### config.mk
export PLATFORM = sky130hd
export DESIGN_NAME = sqrt_seq_controller
export DESIGN_NICKNAME = d
export VERILOG_FILES = /design/src/rtl/sqrt_seq_controller.sv
export SDC_FILE = /design/constraint.sdc
export NUM_CORES = 1
export LEC_CHECK = 0
export CORE_MARGIN = 3
export CORE_UTILIZATION = 40
export CTS_CLUSTER_DIAMETER = 60
export DETAILED_ROUTE_END_ITERATION = 10
export PLACE_DENSITY_LB_ADDON = 0.2
export RECOVER_POWER = 25
export SLEW_MARGIN = 25
export SYNTH_ARGS = -nofsm -noshare
export SYNTH_HDL_FRONTEND = slang
export SYNTH_SLANG_ARGS = --single-unit
### constraint.sdc
create_clock -name i_clk -period 2.4 [get_ports i_clk]
set_input_delay 0.48 -clock i_clk [delete_from_list [all_inputs] [get_ports i_clk]]
set_output_delay 0.48 -clock i_clk [all_outputs]
set_load 0.01 [all_outputs]
### src/rtl/sqrt_seq_controller.sv
// Start/done sequencer for the restoring square-root mantissa datapath.
// Moore FSM driving reg-file and ALU controls, one result bit per iteration.
module sqrt_seq_controller #(
    parameter int N_ITER = 24
) (
    input  logic       i_clk,
    input  logic       i_rst_n,
    input  logic       i_start,
    input  logic       i_negative,
    output logic       o_busy,
    output logic       o_done,
    output logic       o_ie,
    output logic       o_in_sel,
    output logic       o_we,
    output logic       o_oe,
    output logic [2:0] o_addr_wr,
    output logic [2:0] o_addr_rda,
    output logic [2:0] o_addr_rdb,
    output logic [1:0] o_alu_op,
    output logic [3:0] o_state
);

    localparam int CW = $clog2(N_ITER + 1);
    localparam logic [CW-1:0] N_CNT = CW'(N_ITER);

    typedef enum logic [3:0] {
        S_IDLE = 4'd0,
        S_LOAD = 4'd1,
        S_ONE  = 4'd2,
        S_CLRQ = 4'd3,
        S_SHQ  = 4'd4,
        S_TRY  = 4'd5,
        S_ACC  = 4'd6,
        S_INC  = 4'd7,
        S_SHR  = 4'd8,
        S_DONE = 4'd9
    } state_t;

    state_t        r_state;
    state_t        w_next;
    logic [CW-1:0] r_cnt;

    // Handshake: start is a level request sampled only in IDLE (no queueing);
    // done is a single-cycle pulse in DONE, with the root on read port A.
    always_ff @(posedge i_clk) begin
        if (!i_rst_n) begin
            r_state <= S_IDLE;
            r_cnt   <= '0;
        end else begin
            r_state <= w_next;
            if (r_state == S_LOAD)
                r_cnt <= N_CNT;
            else if (r_state == S_SHR && r_cnt != '0)
                r_cnt <= r_cnt - 1'b1;
        end
    end

    always_comb begin
        w_next = S_IDLE;
        case (r_state)
            S_IDLE: w_next = i_start ? S_LOAD : S_IDLE;
            S_LOAD: w_next = S_ONE;
            S_ONE:  w_next = S_CLRQ;
            S_CLRQ: w_next = S_SHQ;
            S_SHQ:  w_next = S_TRY;
            // Non-negative trial remainder means this root bit is a 1.
            S_TRY:  w_next = i_negative ? S_SHR : S_ACC;
            S_ACC:  w_next = S_INC;
            S_INC:  w_next = S_SHR;
            S_SHR:  w_next = (r_cnt == CW'(1)) ? S_DONE : S_SHQ;
            S_DONE: w_next = S_IDLE;
            default: w_next = S_IDLE;
        endcase
    end

    always_comb begin
        o_busy     = 1'b0;
        o_done     = 1'b0;
        o_ie       = 1'b0;
        o_in_sel   = 1'b0;
        o_we       = 1'b0;
        o_oe       = 1'b0;
        o_addr_wr  = 3'd0;
        o_addr_rda = 3'd0;
        o_addr_rdb = 3'd0;
        o_alu_op   = 2'b00;
        case (r_state)
            S_LOAD: begin
                o_busy = 1'b1; o_ie = 1'b1; o_we = 1'b1; o_addr_wr = 3'd1;
            end
            S_ONE: begin
                o_busy = 1'b1; o_ie = 1'b1; o_in_sel = 1'b1; o_we = 1'b1; o_addr_wr = 3'd6;
            end
            S_CLRQ: begin
                o_busy = 1'b1; o_we = 1'b1; o_addr_wr = 3'd2;
                o_addr_rda = 3'd2; o_addr_rdb = 3'd2; o_alu_op = 2'b01;
            end
            S_SHQ: begin
                o_busy = 1'b1; o_we = 1'b1; o_addr_wr = 3'd2;
                o_addr_rda = 3'd2; o_alu_op = 2'b10;
            end
            S_TRY: begin
                o_busy = 1'b1; o_we = 1'b1; o_addr_wr = 3'd3;
                o_addr_rda = 3'd1; o_addr_rdb = 3'd2; o_alu_op = 2'b01;
            end
            S_ACC: begin
                o_busy = 1'b1; o_we = 1'b1; o_addr_wr = 3'd1;
                o_addr_rda = 3'd3; o_alu_op = 2'b11;
            end
            S_INC: begin
                o_busy = 1'b1; o_we = 1'b1; o_addr_wr = 3'd2;
                o_addr_rda = 3'd2; o_addr_rdb = 3'd6; o_alu_op = 2'b00;
            end
            S_SHR: begin
                o_busy = 1'b1; o_we = 1'b1; o_addr_wr = 3'd1;
                o_addr_rda = 3'd1; o_alu_op = 2'b10;
            end
            S_DONE: begin
                o_busy = 1'b1; o_done = 1'b1; o_oe = 1'b1; o_addr_rda = 3'd2;
            end
            default: ;
        endcase
    end

    assign o_state = r_state;

endmodule
==> results.py, run 1 <==
metrics = {
    "power": {
        "p_leak_nw": 0.382,
        "ir_worst_vdd_mv": 0.198,
        "p_per_area_nw_per_um2": 450,
    },
    "logic_synthesis": {
        "yosysMostFrequentCell": "a21oi_1",
        "syn_inst": 92,
        "synth.avg_cell_area_um2": 7.58,
        "mappedNetlistArea_um2": 697,
        "yosys-top-cells-count": "a21oi_1, dfxtp_1, nor2_1",
        "synth_edf_count": 0,
        "synth-main-ff-cell": "dfxtp_1",
        "ys_seq_area_frac": 0.259,
        "synth-warning-count": 0,
        "synth.distinct_cells": 36,
        "synth_area_leader_cell": "dfxtp_1",
        "synthArstFlopShare": 0,
        "synth_area_leaders": "dfxtp_1, a21oi_1, buf_6, o21ai_0, nor2_1",
        "yosys.area.top_type_share": 0.259,
        "synth_seq_cells": 9,
    },
    "route": {
        "wire_per_inst_um": 12.7,
        "via_per_inst": 5.53,
        "drt_iter0_drc": 13,
        "drt-total-wl_mm": 1.67,
        "drc": 0,
        "first_pass_iters": 6,
        "num_vias": 724,
        "ant_nets": 0,
    },
    "clock_network": {
        "cts_root_buffer": "clkbuf_4",
        "clock_sinks": 9,
        "htreeDepth": 1,
        "path_clk_slew_ps": 60,
        "post-cts-setup-buffer-count": 0,
        "clk_latency_ps": 260,
        "cts_tree": "yes",
        "cts_buffers": 3,
        "cts_buffer_depth": 2,
    },
    "timing": {
        "rsz0062_at_grt": "false",
        "worst_pin_slew_ps": 683,
        "period_share": 0.971,
        "finalClockSkew_ps": 4.06,
        "finalHoldViolCount": 0,
        "finalSetupViolations": 0,
        "finalMaxSlewViolations": 0,
        "tns_ps": 0,
        "clock.fmax_mhz": 429,
        "fin_crit_ps": 2330,
        "slew_headroom": 0.539,
    },
    "flow_run": {
        "maxCapViolations": 0,
    },
    "cells_and_area": {
        "syn_to_final_growth_pct": 36.3,
        "instances_no_fill": 131,
        "final_area_um2": 950,
        "final_nets": 122,
        "final_layout_size_suffix_gt1_frac": 0.122,
        "antenna_cells": 0,
    },
    "die": {
        "dieArea_um2": 2280,
        "rows": 14,
        "die_h_um": 47.7,
        "initial_utilization": 0.442,
        "die_x_um": 47.7,
        "design.core.area_um2": 1580,
        "pin_count": 25,
    },
    "grt": {
        "grt_pass1_wl_mm": 2.53,
        "grt_max_degree": 20,
        "antenna_found_initial": 0,
        "grt_pass1_vias": 535,
        "track_usage": 0.164,
        "overflow": 0,
    },
    "setup_path": {
        "reg2reg_depth": 4,
        "crit_top_cell": "buf_4",
        "endpoint_kind": "output pin",
        "crit_required_ps": 1920,
        "crit_family": "buffers and inverters",
        "path_max_fanout": 17,
        "crit_type": "register to output pin",
        "cp-start-kind": "register",
        "crit_path_top_delay_cell": "clkdlybuf4s50_1",
        "cp_cell_sequence": "buf_4, nor2b_2, buf_4, nor2_1, a21oi_1, clkdlybuf4s50_1",
        "arrival_ps": 1850,
        "critPathMaxStageDelay_ps": 550,
        "cp.depth": 6,
        "path_buf_inv": 3,
    },
    "min_path": {
        "holdCritPathClass": "register to register",
        "holdPathStages": 2,
    },
    "placed_design": {
        "gp_congestion": 0.783,
        "dp_hpwl_mm": 1.18,
        "placedCellCount": 127,
        "portBuffers": 22,
        "place_area_um2": 915,
    },
    "status": {
        "status": "completed",
    },
}
-- area by class of cell --
cell class	count	area (um2)
Timing Repair Buffer	28	264
Sequential cell	9	180
Fill cell	142	627
Multi-Input combinational cell	68	437
Clock buffer	4	26.3
Tap cell	16	20.0
Inverter	6	22.5
-- per-stage QoR --
step | setup WS [ps] | total power [mW] | utilization | hold WS (ps)
floorplan | 595 | 0.250 | - | 454
global placement | 221 | 0.311 | 0.580 | 475
detailed placement | 214 | 0.311 | 0.580 | 483
CTS | 37.1 | 0.431 | 0.598 | 492
global route | 3.92 | 0.455 | 0.602 | 530
finish | 70.0 | 0.427 | 0.602 | 487
-- path summary, 6_finish.rpt --
kind | startpoint | end | slack, ps
max | o_state[2] | o_addr_rda[1] | 70
min | r_cnt[1] | r_cnt[1] | 490
max reg2reg | o_state[1] | r_cnt[3] | 440
min reg2reg | r_cnt[1] | r_cnt[1] | 490
-- cells by family after synthesis --
group / share of synthesized area
xor+xnor: 0.0251
compound gates: 0.215
mux: 0.0144
simple gates: 0.311
buf+inv: 0.135
fa+ha+maj: 0.0359
other cells: 0.00538
flops: 0.259
-- per-layer routing --
layer | GRT usage | wire, um | vias up
met5 | 0 | 0 | -
met4 | 0.113 | 38 | 0
met3 | 0.0376 | 83 | 5
met2 | 0.193 | 690 | 19
met1 | 0.251 | 853 | 329
li1 | - | - | 371
-- report_power, final --
part	leakage, nW	internal, mW	switching [mW]	total [mW]
Sequential	0.0733	0.157	0.00533	0.162
Clock	0.0150	0.0642	0.0543	0.118
Combinational	0.294	0.0754	0.0710	0.146
Total	0.382	0.297	0.131	0.427
-- what timing repair did --
item / 4_1_cts / 5_1_grt
resized for setup: 2 / 3
endpoints found under the setup margin: 2 / 4
pin swaps: 0 / 0
endpoints found under the hold margin: 0 / 0
hold buffers: 0 / 0
-- registers in the layout, indices dropped and copies added (netlist names) --
register	count
o_state	4
r_cnt	5
-- layout by cell type (no fill, tap or decap), types with 2 or more instances in the layout --
cell type	synthesis	layout
o21ai_0	6	6
ha_1	2	2
nor2_1	7	7
nand3b_1	2	2
clkdlybuf4s50_1	0	20
inv_1	6	6
nor3_1	4	4
buf_4	3	6
dfxtp_1	9	9
nor4b_1	2	2
or4_1	2	2
clkbuf_4	0	3
nand2_1	4	4
conb_1	1	2
or3_1	3	3
and3_1	2	2
nand2b_1	3	2
a21oi_1	11	11
-- worst min-delay path, cell delays in order, from the launching register on --
cell,delay [ps]
dfxtp_1,320
o21ai_0,70
a21oi_1,60
Note: power is estimated with default switching activity, not from simulation.
==> run 2: changes to the inputs <==
--- a/config.mk
+++ b/config.mk
@@ -9,8 +9,9 @@
 export CORE_UTILIZATION = 40
 export CTS_CLUSTER_DIAMETER = 60
 export DETAILED_ROUTE_END_ITERATION = 10
-export PLACE_DENSITY_LB_ADDON = 0.2
+export PLACE_DENSITY = 0.71
 export RECOVER_POWER = 25
+export SETUP_SLACK_MARGIN = 0.2
 export SLEW_MARGIN = 25
 export SYNTH_ARGS = -nofsm -noshare
 export SYNTH_HDL_FRONTEND = slang
==> constraint.sdc (replaced) <==
create_clock -name i_clk -period 2.7 [get_ports i_clk]
set_input_delay 0.54 -clock i_clk [delete_from_list [all_inputs] [get_ports i_clk]]
set_output_delay 0.54 -clock i_clk [all_outputs]
set_load 0.01 [all_outputs]
==> run 2 against run 1 <==
Worst hold slack improved by 16 ps. Sequential power decreased by 9.9%. Combinational power decreased by 12%. First-iteration DRC count increased by 120%. Non-clock buffer count decreased by 2. Largest cell class unchanged. Sequential share of layout area increased by 0.20 points. Largest power group unchanged. Clock skew increased by 7.4 ps. Critical path type unchanged. Sequential cell count unchanged.
==> results.py, run 2 (synthesized netlist as in run 1, its figures left out) <==
metrics = {
    "die": {
        "die_x_um": 47.7,
        "rows": 14,
        "initial_utilization": 0.442,
        "die_h_um": 47.7,
        "dieArea_um2": 2280,
        "pin_count": 25,
        "design.core.area_um2": 1580,
    },
    "cells_and_area": {
        "final_common_cell": "clkdlybuf4s50_1",
        "largest_register": "r_cnt",
        "largest_reg_flops": 5,
        "layout_common_cells": "clkdlybuf4s50_1, a21oi_1, dfxtp_1",
        "final_area_um2": 940,
        "antenna_cells": 0,
        "final_nets": 120,
        "final_layout_size_suffix_gt1_frac": 0.115,
        "syn_to_final_growth_pct": 34.8,
    },
    "grt": {
        "track_usage": 0.146,
        "grt_pass1_vias": 569,
        "grt_max_degree": 20,
        "overflow": 0,
        "grt_pass1_wl_mm": 2.44,
        "antenna_found_initial": 0,
    },
    "setup_path": {
        "cp_cell_sequence": "nor2b_2, a21oi_1, o221ai_1, clkdlybuf4s50_1",
        "critPathMaxStageDelay_ps": 560,
        "crit_type": "register to output pin",
        "path_max_fanout": 10,
        "crit_required_ps": 2160,
        "arrival_ps": 1900,
        "endpoint_kind": "output pin",
        "crit_path_top_delay_cell": "clkdlybuf4s50_1",
        "cp-start-kind": "register",
    },
    "route": {
        "wire_per_inst_um": 12.3,
        "drc": 0,
        "top_layer": "met4",
        "num_vias": 728,
        "drt_iter0_drc": 28,
        "routedLengthMet1_um": 686,
        "via_per_inst": 5.64,
        "ant_nets": 0,
        "wl_met2_um": 774,
        "first_pass_iters": 4,
        "drt-total-wl_mm": 1.59,
        "met3_length_um": 107,
    },
    "power": {
        "power_frac_clock": 0.269,
        "p_per_area_nw_per_um2": 399,
        "p_leak_nw": 0.374,
        "swShare": 0.303,
        "power_frac_seq": 0.390,
        "ir_worst_vdd_mv": 0.272,
        "p_int_mw": 0.261,
        "total_power_mw": 0.375,
        "combPwrFrac": 0.341,
        "p_sw_mw": 0.114,
    },
    "timing": {
        "finalSetupViolations": 0,
        "finalClockSkew_ps": 11.4,
        "tns_ps": 0,
        "finalHoldViolCount": 0,
        "slew_headroom": 0.515,
        "rsz0062_at_grt": "false",
        "clock.fmax_mhz": 410,
        "period_share": 0.903,
        "finalMaxSlewViolations": 0,
        "worst_pin_slew_ps": 718,
        "fin_crit_ps": 2440,
    },
    "clock_network": {
        "htreeDepth": 1,
        "holdBufCountCts": 0,
        "clock_sinks": 9,
        "clk_latency_ps": 260,
        "cts_tree": "yes",
        "cts_root_buffer": "clkbuf_4",
        "cts_buffer_depth": 2,
        "path_clk_slew_ps": 70,
        "cts_buffers": 3,
    },
    "min_path": {
        "holdCritPathClass": "register to register",
    },
    "status": {
        "status": "completed",
    },
    "placed_design": {
        "place_area_um2": 900,
        "portBuffers": 22,
        "dp_hpwl_mm": 1.20,
        "gp_congestion": 0.711,
    },
    "flow_run": {
        "maxCapViolations": 0,
    },
}
[run 2: changes by cell type in the layout (fill, tap and decap cells not counted)]
cell             before  now
buf_4                 6    4
clkbuf_1              1    0
clkdlybuf4s50_1      20   21
clkinv_2              0    1
dlygate4sd2_1         1    0
nand2b_1              2    3
nand2b_2              1    0
nor3_1                4    3
nor3_2                0    1
[run 2: cell type report]
class,count,area (um2)
Fill cell,150,637
Tap cell,16,20.0
Clock buffer,3,22.5
Inverter,6,22.5
Multi-Input combinational cell,68,439
Sequential cell,9,180
Clock inverter,1,5.00
Timing Repair Buffer,26,250
[run 2: path summary, 6_finish.rpt]
check	cells after the start	endpoint	slack (ps)	from
worst max-delay path	4	o_addr_wr[0]	260	o_state[2]
worst min register to register	2	r_cnt[1]	500	r_cnt[1]
worst max register to register	4	r_cnt[2]	700	o_state[2]
worst min-delay path	2	r_cnt[1]	500	r_cnt[1]
[run 2: routing by layer]
metal / up-vias / global-route usage
li1: 367 / -
met1: 329 / 0.215
met5: - / 0
met3: 2 / 0.0226
met4: 0 / 0.0484
met2: 30 / 0.216
[run 2: power by group through the flow]
| stage | logic (mW) | clock network [mW] | registers (mW) |
|---|---|---|---|
| after floorplan | 0.0727 | 0 | 0.149 |
| after global placement | 0.126 | 0 | 0.148 |
| after CTS | 0.129 | 0.103 | 0.145 |
| final | 0.128 | 0.101 | 0.146 |
| after global routing | 0.140 | 0.114 | 0.147 |
| after detailed placement | 0.127 | 0 | 0.148 |
[run 2: metrics by stage]
stage               hold slack (ps)  setup slack [ps]  utilization  instances
floorplan                       454               835            -         93
finish                          504               262        0.596        129
CTS                             503               260        0.595        129
detailed placement              493               377        0.571        125
global placement                475               392        0.571        125
global route                    527               130        0.596        129
[run 2: worst max-delay path: cells and delay by family, from the launching register on]
| family | cells | cell delay [ps] |
|---|---|---|
| buffers and inverters | 1 | 560 |
| DFF | 1 | 510 |
| and+or+nand+nor | 1 | 290 |
| AOI/OAI and AO/OA | 2 | 280 |
[run 2: repair_timing]
item,4_1_cts,5_1_grt
setup buffers,0,0
cloned,0,0
endpoints found under the setup margin,3,4
gates resized for setup,3,2
